[src/rtl/i2s_audio_transmitter.sv]
// I2S master transmitter: 64-SCK Philips frames (two 32-bit slots, MSB-first,
// one-bit delay) fed by a valid/ready stereo sample interface with one-pair holding buffer.
module i2s_audio_transmitter #(
  parameter int sample_width    = 24,
  parameter int sck_half_period = 8
) (
  input  logic                           clk,
  input  logic                           rst,
  input  logic signed [sample_width-1:0] left,
  input  logic signed [sample_width-1:0] right,
  input  logic                           valid,
  output logic                           ready,
  output logic                           sck,
  output logic                           ws,
  output logic                           sd,
  output logic                           underrun
);

  localparam int DIV_W = $clog2(sck_half_period);
  localparam int IDX_W = (sample_width > 1) ? $clog2(sample_width) : 1;
  localparam logic [DIV_W-1:0] DIV_LAST = DIV_W'(sck_half_period - 1);

  logic [DIV_W-1:0]               div_cnt;
  logic [5:0]                     bit_cnt;
  logic [5:0]                     bit_next;
  logic                           hold_full;
  logic signed [sample_width-1:0] hold_left;
  logic signed [sample_width-1:0] hold_right;
  logic signed [sample_width-1:0] frame_left;
  logic signed [sample_width-1:0] frame_right;
  logic                           sck_toggle;
  logic                           sck_fall;
  logic                           frame_load;
  logic                           capture;

  // Slot bit k carries sample[sample_width-k]; bit 0 is the delay bit, the tail is padding.
  function automatic logic slot_bit(input logic signed [sample_width-1:0] sample,
                                    input logic [4:0] k);
    logic [IDX_W-1:0] idx;
    slot_bit = 1'b0;
    if (k != 5'd0 && int'(k) <= sample_width) begin
      idx      = IDX_W'(sample_width - int'(k));
      slot_bit = sample[idx];
    end
  endfunction

  assign ready      = ~hold_full;
  assign sck_toggle = (div_cnt == DIV_LAST);
  assign sck_fall   = sck_toggle & sck;
  assign bit_next   = bit_cnt + 6'd1;
  assign frame_load = sck_fall && (bit_cnt == 6'd63);
  assign capture    = valid && !hold_full && !frame_load;

  always_ff @(posedge clk) begin
    if (rst) begin
      div_cnt     <= '0;
      sck         <= 1'b0;
      ws          <= 1'b1;
      sd          <= 1'b0;
      underrun    <= 1'b0;
      bit_cnt     <= 6'd63;
      hold_full   <= 1'b0;
      frame_left  <= '0;
      frame_right <= '0;
    end else begin
      underrun <= 1'b0;
      if (sck_toggle) begin
        div_cnt <= '0;
        sck     <= ~sck;
      end else begin
        div_cnt <= div_cnt + 1'b1;
      end

      if (sck_fall) begin
        bit_cnt <= bit_next;
        ws      <= bit_next[5];
        sd      <= slot_bit(bit_next[5] ? frame_right : frame_left, bit_next[4:0]);
      end

      // An empty holding buffer at load time takes the producer's pair directly.
      if (frame_load) begin
        if (hold_full) begin
          frame_left  <= hold_left;
          frame_right <= hold_right;
          hold_full   <= 1'b0;
        end else if (valid) begin
          frame_left  <= left;
          frame_right <= right;
        end else begin
          underrun <= 1'b1;
        end
      end else if (capture) begin
        hold_full <= 1'b1;
      end
    end
  end

  always_ff @(posedge clk) begin
    if (capture) begin
      hold_left  <= left;
      hold_right <= right;
    end
  end

endmodule
[config.mk]
export PLATFORM = sky130hd
export DESIGN_NAME = i2s_audio_transmitter
export DESIGN_NICKNAME = d
export VERILOG_FILES = /design/src/rtl/i2s_audio_transmitter.sv
export SDC_FILE = /design/constraint.sdc
export NUM_CORES = 1
export LEC_CHECK = 0
export ABC_AREA = 1
export BUFFER_PORTS_ARGS = -buffer_cell sky130_fd_sc_hd__buf_2
export CAP_MARGIN = 25
export CORE_MARGIN = 1.5
export CORE_UTILIZATION = 40
export DETAILED_ROUTE_END_ITERATION = 10
export PLACE_DENSITY_LB_ADDON = 0.1
export RECOVER_POWER = 100
export SLEW_MARGIN = 20
export SYNTH_ARGS = -nofsm -noshare
export SYNTH_HDL_FRONTEND = slang
export SYNTH_SLANG_ARGS = --single-unit
[constraint.sdc]
create_clock -name clk -period 3.6 [get_ports clk]
set_input_delay 0.36 -clock clk [delete_from_list [all_inputs] [get_ports clk]]
set_output_delay 0.36 -clock clk [all_outputs]
set_load 0.005 [all_outputs]
==> Yosys cells after proc, flatten, opt, wreduce, memory -nomap -nowiden <==
Cells that the tools add are included.
{ "classes": {"addsub": 3, "mul": 0, "div_mod_pow": 0, "n_lt_le_gt_ge": 2, "eq_ne": 2, "shift": 0, "n_mux": 9, "n_bitwise": 4, "n_reduce_logical": 12} }
{ "op_table": {"columns": ["op", "n"], "rows": [
  ["24-bit two-way mux", 5],
  ["6-bit by 1-bit adder with 6-bit output (second input constant)", 1],
  ["6-bit == test (second input constant)", 1],
  ["5-bit by 6-bit less-than comparator with 1-bit output (second input constant)", 1],
  ["1-bit binary-select mux with 5-bit select", 1],
  ["5-bit less-or-equal comparator (second input constant)", 1],
  ["5-bit nonzero test", 1],
  ["5-bit subtractor (first input constant)", 1],
  ["1-bit logical AND", 4],
  ["2-bit OR reduction", 2],
  ["3-bit by 1-bit adder with 3-bit output (second input constant)", 1],
  ["3-bit == test (second input constant)", 1],
  ["1-bit two-way mux", 3],
  ["1-bit NOT", 3],
  ["3-bit OR reduction", 1],
  ["1-bit zero test", 2],
  ["2-bit AND reduction", 1],
  ["2-bit nonzero test", 1],
  ["1-bit bitwise AND", 1]
]} }
{ "totals": {"ff_bits": 110, "latch_bits": 0, "ram_bits": 0, "mem_bits_ro": 0, "out_inout_bits": 5, "wordCells": 43, "mem_count": 0} }

==> Longest topological paths before layout <==
Gate-level depths: netlist of the first run.
{ "logic_depth": {"word_depth": 5, "mapped_depth": 16} }

==> Worst setup path after synthesis of the first run <==
OpenSTA, ideal clock, no wires.
{ "synth_timing": {"path_type": "reg2reg", "from": "register bit_cnt[1]", "to": "register hold_left[0] (enable)", "setup_ns": 0.402, "arrival_ns": 2.173, "t_required_ns": 3.198, "setup_slack_ns": 1.024, "stages_incl_launch_ff": 10, "synth_period_minus_slack_ns": 2.576, "path_cell_list": "dfxtp_1 ha_1 nand2_1 nor2_1 nand3_1 nor2_4 buf_2 inv_1 nand3_1 inv_1"} }
{ "synth_between": {"elab_chain_len": 4} }
{ "synth_lines": {"columns": ["element", "line_no", "rtl"], "rows": [
  ["start, declared", "24", "logic [5:0] bit_cnt;"],
  ["start signal, assigned", "75", "bit_cnt <= bit_next;"],
  ["6-bit == test", "51", "assign frame_load = sck_fall && (bit_cnt == 6'd63);"],
  ["1-bit logical AND", "51", null],
  ["1-bit zero test", "52", "assign capture = valid && !hold_full && !frame_load;"],
  ["1-bit logical AND", "52", null],
  ["named net capture", "34", "logic capture;"],
  ["end signal, assigned", "100", "hold_left <= left;"],
  ["end, declared", "27", "logic signed [sample_width-1:0] hold_left;"]
]} }
The timed path passes the listed nets, and every way through them passes these cells.
A chain may end at the register's enable or synchronous reset.

==> impl_results.md, run 1 <==
* Startpoint class of the critical path: flip-flop
* Syn nets at 678
* Hold/Removal Path Class: in -> reg
* Required @ worst endpoint at 3900 ps
* Die H at 115 um
* Post-route ant nets at 0
* Worst R2R End: sd
* Fillers at 1272
* Max-Cap Viols at 0
* R2r worst-path depth at 14
* Most common cell after layout, fill and taps aside: nand2_1
* Hold buffer count at cts at 0
* Area Growth Syn to Fin at 12.1%
* Worst Path Max Fanout at 17
* Clock transition at the registers of the reported paths at 80 ps
* Worst setup path category: reg -> reg
* Reg power frac at 52.2%
* Max stage delay on crit path at 550 ps
* CP max stage cell: nand2_1
* DP HPWL at 7910 um
* Worst skew pair latency at 360 ps
* Mean Syn Cell Area at 8.02 um^2
* Endpoint, Worst Hold: hold_left[4]
* Die width at 115 um
* Routed wire length at 11300 um
* Post-route setup TNS at 0 ps
* Data arrival, critical path at 3230 ps
* Worst slew margin at 36.6%
* Pre-CTS setup slack at 882 ps
* Post_cts resized at 0
* Vias in the first global route at 3911
* # rows at 40
* Clock network power share at 37.1%
* CP cell instances: clkbuf_1 -> inv_1 -> o21bai_4 -> nand2_1 -> nand2_1 -> nand2_1 -> nand2_1 -> nor2_1 -> nand2_1 -> nand2_1 -> nand2_1 -> a21oi_1 -> nand2_1 -> nand2_1
* All-layer global routing usage at 18.4%
* Postcts setup bufs at 0
* Slew Limit Fails at 0
* Max VDD drop at 395 uV
* HP Start: left[4]
* Input/output buffers at 55
* Slew @ Worst Pin at 950 ps
* CP Capture Type: flip-flop
* Sequential fraction of the synthesis area at 53.2%
* RSZ-0062 raised after global routing: false
* P_sw at 670 uW
* Drt initial violations at 159
* CTS tree: done
* Worst Path Buf+Inv at 2
* Commonest non-fill, non-tap cells in the layout: 248 x nand2_1, 61 x dfxtp_1, 57 x a21oi_1, 55 x nand3_1, 48 x edfxtp_1
* Switching Fraction at 26.1%
* Status: finished clean
* Post-synthesis instance total at 624
* Total CTS buffers at 9
* Core box area at 12100 um^2
* Clock Path Buffers at 2
* Final setup violation count at 0
* Root Buffer: clkbuf_16
* Crit path time final at 2930 ps
* Tcrit/Tclk final at 81.5%
* Final Util at 46.4%
* Share of cells above drive strength 1 at 10.8%
* Antenna diodes at 0
* CTS Sinks at 109
* Lkg Pwr at 0.00234 uW
* Min Hold Slack at 185 ps
* Logic gate share of total power at 10.7%
* Final Power at 2570 uW
* GPL Wtd Cong at 0.816
* Peak Freq at 0.341 GHz
* Worst R2R Start: ws
* Pre-antenna DRT Iters at 5
* Yosys cell types at 34
* FF-to-FF setup slack at 670 ps
* Largest net degree at the start of global routing at 50
* Clock Skew at 12.3 ps
* First-pass GRT wire length at 19000 um
* Final hold vios at 0
* Initial core utilization at 41.3%
* Most used cell, CP: nand2_1
* Grt total ovfl at 0
* NumNets Final at 718
* Die ar. at 13200 um^2
* Pwr Density at 457 nW/um^2
* DR WL/cell at 13.5 um
* Drt via density at 4.72
* Internal power at 1900 uW
* #FFs+latches synth at 109
* Synth warn at 0
* Crit path max-delay family: simple AND/OR/NAND/NOR gates
* Final worst setup slack at 667 ps
* Via count at 3945
* Cell area after synthesis at 5010 um^2
* IO Pins at 56
* Antenna violations before repair at 0
* H-tree levels at 3
* # DRC at 0
* Worst Hold Depth at 1
==> power groups by stage <==
stage          clock network, uW  logic, uW  registers, uW
2_1_floorplan                  0        199           1370
3_3_place_gp                   0        282           1370
3_5_place_dp                   0        286           1370
4_1_cts                      987        287           1340
5_1_grt                     1030        315           1340
6_report                     952        275           1340
==> flip-flops by register name, summed over array words and instances (netlist names) <==
name	flops
bit_cnt	5
div_cnt	3
frame_left	24
frame_right	24
hold_full	1
hold_left	24
hold_right	24
sck	1
sd	1
underrun	1
ws	1
==> worst register-to-register path, delay by kind of cell (launching register included) <==
kind                   cells  cell delay [ps]
flip-flops                 1              340
AND/OR/NAND/NOR           10             1320
AO/OA/AOI/OAI              2              380
buffers and inverters      2              840
==> kinds of logic (layout without fill, tap and decap cells) <==
logic type / count (synthesis) / count (layout) / synth area share [%]
compound gates: 89 / 89 / 10.0
fa+ha+maj: 3 / 3 / 0.750
flops: 109 / 109 / 53.2
buf+inv: 74 / 118 / 6.22
simple gates: 345 / 345 / 29.2
xor+xnor: 4 / 4 / 0.700
==> cells in the mapped netlist (all sizes together) <==
| cell | number | area [um^2] |
|---|---|---|
| nand2 | 255 | 987 |
| dfxtp | 61 | 1220 |
| nand3 | 59 | 330 |
| a21oi | 57 | 285 |
| edfxtp | 48 | 1440 |
| inv | 40 | 150 |
| nor2 | 28 | 125 |
| clkbuf | 21 | 78.8 |
| o21ai | 21 | 120 |
| buf | 13 | 82.6 |
| o211ai | 4 | 30.0 |
| ha | 3 | 37.5 |
| a22oi | 2 | 15.0 |
| o21bai | 2 | 30.0 |
| o22ai | 2 | 12.5 |
| or2 | 2 | 12.5 |
| xnor2 | 2 | 17.5 |
| xor2 | 2 | 17.5 |
| nor3 | 1 | 5.00 |
| o21a | 1 | 7.51 |
==> worst max-delay path by stage <==
stage                    start             end  slack (ps)  cells past startpoint
finish                      ws              sd         670                     14
floorplan           bit_cnt[1]    hold_left[0]        1020                      9
global route                ws              sd         370                     14
detailed placement  bit_cnt[1]  frame_left[14]         880                     10
CTS                 bit_cnt[1]   frame_left[7]         870                     10
global placement    bit_cnt[2]  frame_left[14]         960                      9
==> metal layers <==
| layer | part of all wire, % | GRT usage, % | up-vias | wire length (um) |
|---|---|---|---|---|
| li1 | - | - | 2105 | - |
| met3 | 3.0 | 5.22 | 7 | 336 |
| met5 | 0 | 0 | - | 0 |
| met1 | 51 | 25.0 | 1777 | 5800 |
| met2 | 45 | 29.4 | 56 | 5060 |
| met4 | 0.86 | 4.03 | 0 | 97 |
==> layout make-up <==
cell class | instances | area [um^2] | share of cell area [%]
Clock buffer | 9 | 225 | 4.01
Clock inverter | 6 | 55.1 | 0.981
Inverter | 40 | 150 | 2.67
Multi-Input combinational cell | 441 | 2020 | 35.9
Sequential cell | 109 | 2660 | 47.4
Tap cell | 168 | 210 | 3.74
Timing Repair Buffer | 63 | 293 | 5.22
==> through the flow <==
| step | area (um^2) | std cells |
|---|---|---|
| after CTS | 5680 | 836 |
| after detailed placement | 5400 | 821 |
| after global routing | 5610 | 836 |
| final | 5610 | 836 |
| after global placement | 5400 | 821 |
| after floorplan | 5010 | 624 |
Power figures use the tool's default switching activity.
==> run 2, diff against run 1 <==
- clock period: 3.6 -> 2.7 ns (I/O delays scaled with it)
==> impl_results.md, run 2 (synthesized netlist as in run 1, its figures left out) <==
* Drt via density at 4.65
* GPL Wtd Cong at 0.873
* Final Power at 3360 uW
* Pre-antenna DRT Iters at 4
* DP HPWL at 7630 um
* DR WL/cell at 13.0 um
* Vias in the first global route at 3718
* Post_cts resized at 0
* Clock Skew at 6.85 ps
* Data arrival, critical path at 2290 ps
* All-layer global routing usage at 18.1%
* H-tree levels at 3
* Met1 WL at 5710 um
* Postcts setup bufs at 0
* RSZ-0062 raised after global routing: false
* Die width at 115 um
* Met3 WL at 346 um
* Slew @ Worst Pin at 875 ps
* Final hold vios at 0
* Max Used Layer: met4
* Status: finished clean
* First-pass GRT wire length at 18500 um
* Max stage delay on crit path at 430 ps
* Drt initial violations at 212
* Core box area at 12100 um^2
* Final setup violation count at 0
* # DRC at 0
* Worst skew pair latency at 350 ps
* IO Pins at 56
* Die H at 115 um
* Lkg Pwr at 0.00234 uW
* Area Growth Syn to Fin at 12.6%
* Area of the multi-input gates at 2030 um^2
* Worst Path Buf+Inv at 3
* Routed wire length at 10900 um
* Total CTS buffers at 9
* Startpoint class of the critical path: flip-flop
* Share of cells above drive strength 1 at 11.0%
* NumNets Final at 720
* Most used cell, CP: nand3_1
* Worst setup path category: reg -> reg
* Slew Limit Fails at 0
* Antenna diodes at 0
* Pwr Density at 596 nW/um^2
* Post-route ant nets at 0
* Max-Cap Viols at 0
* CP cell instances: ha_1 -> nand2_1 -> nor2_1 -> nand3_1 -> nor2_4 -> inv_1 -> nand3_1 -> clkinv_1 -> buf_4
* Root Buffer: clkbuf_16
* Peak Freq at 0.444 GHz
* CP max stage cell: dfxtp_1
* Commonest non-fill, non-tap cells in the layout: 247 x nand2_1, 61 x dfxtp_1, 57 x a21oi_1, 55 x nand3_1, 48 x edfxtp_1
* Grt total ovfl at 0
* Tcrit/Tclk final at 83.4%
* Crit path max-delay family: simple AND/OR/NAND/NOR gates
* CTS Sinks at 109
* Hold buffer count at cts at 0
* Initial core utilization at 41.3%
* Antenna violations before repair at 0
* FF+latch area at 2660 um^2
* Crit path time final at 2250 ps
* Post-route setup TNS at 0 ps
* Input/output buffers at 55
* Most common cell after layout, fill and taps aside: nand2_1
* Largest net degree at the start of global routing at 50
* Fillers at 1264
* CTS tree: done
* Required @ worst endpoint at 2740 ps
* DR WL met2 at 4630 um
* Max VDD drop at 365 uV
* Hold/Removal Path Class: in -> reg
* Via count at 3901
* Worst Path Max Fanout at 43
* CP Capture Type: flip-flop
* Clock Path Buffers at 2
* Die ar. at 13200 um^2
* Clock transition at the registers of the reported paths at 70 ps
* # rows at 40
* Worst slew margin at 41.7%
[run 2: cell types whose count changed in the layout (fill, tap and decap cells not counted), sizes merged]
| cell | change |
|---|---|
| clkbuf | +4 |
| inv | -4 |
| clkinvlp | +2 |
| buf | +1 |
[run 2: stage by stage]
step           area, um^2  hold slack (ps)  util (%)  setup WS, ps  instances
6_report             5640              103      46.6           448        839
5_1_grt              5640             88.7      46.6           210        839
4_1_cts              5690             87.8      47.0           469        839
3_5_place_dp         5420              427      44.7           472        823
3_3_place_gp         5420              406      44.7           515        823
2_1_floorplan        5010              369         -           124        624
[run 2: final timing paths]
path                                  from              to  slack (ps)  depth (start not counted)
worst max register to register  bit_cnt[1]   hold_right[4]         450                          9
worst max-delay path            bit_cnt[1]   hold_right[4]         450                          9
worst min-delay path             right[21]  hold_right[21]         100                          1
worst min register to register  div_cnt[0]      div_cnt[0]         430                          1
[run 2: worst register-to-register path, cell delays in order, from the launching register on]
cell	delay, ps
dfxtp_1	430
ha_1	220
nand2_1	110
nor2_1	160
nand3_1	150
nor2_4	160
inv_1	70
nand3_1	70
clkinv_1	180
buf_4	350
[run 2: power by group]
group | total (uW) | internal [uW] | switching, uW
clock network | 1210 | 648 | 565
registers | 1790 | 1780 | 11.8
logic | 362 | 115 | 247
total | 3360 | 2540 | 824
[run 2: final cells by class]
type / instances / area share [%]
Multi-Input combinational cell: 441 / 36.1
Tap cell: 168 / 3.73
Clock buffer: 12 / 4.37
Sequential cell: 109 / 47.2
Inverter: 40 / 2.66
Clock inverter: 4 / 0.444
Timing Repair Buffer: 65 / 5.52
[run 2: per-layer routing]
metal  vias up  GRT usage (%)
met5         -              0
met4         0           7.82
met1      1726           25.2
li1       2108              -
met3        10           3.69
met2        57           27.4
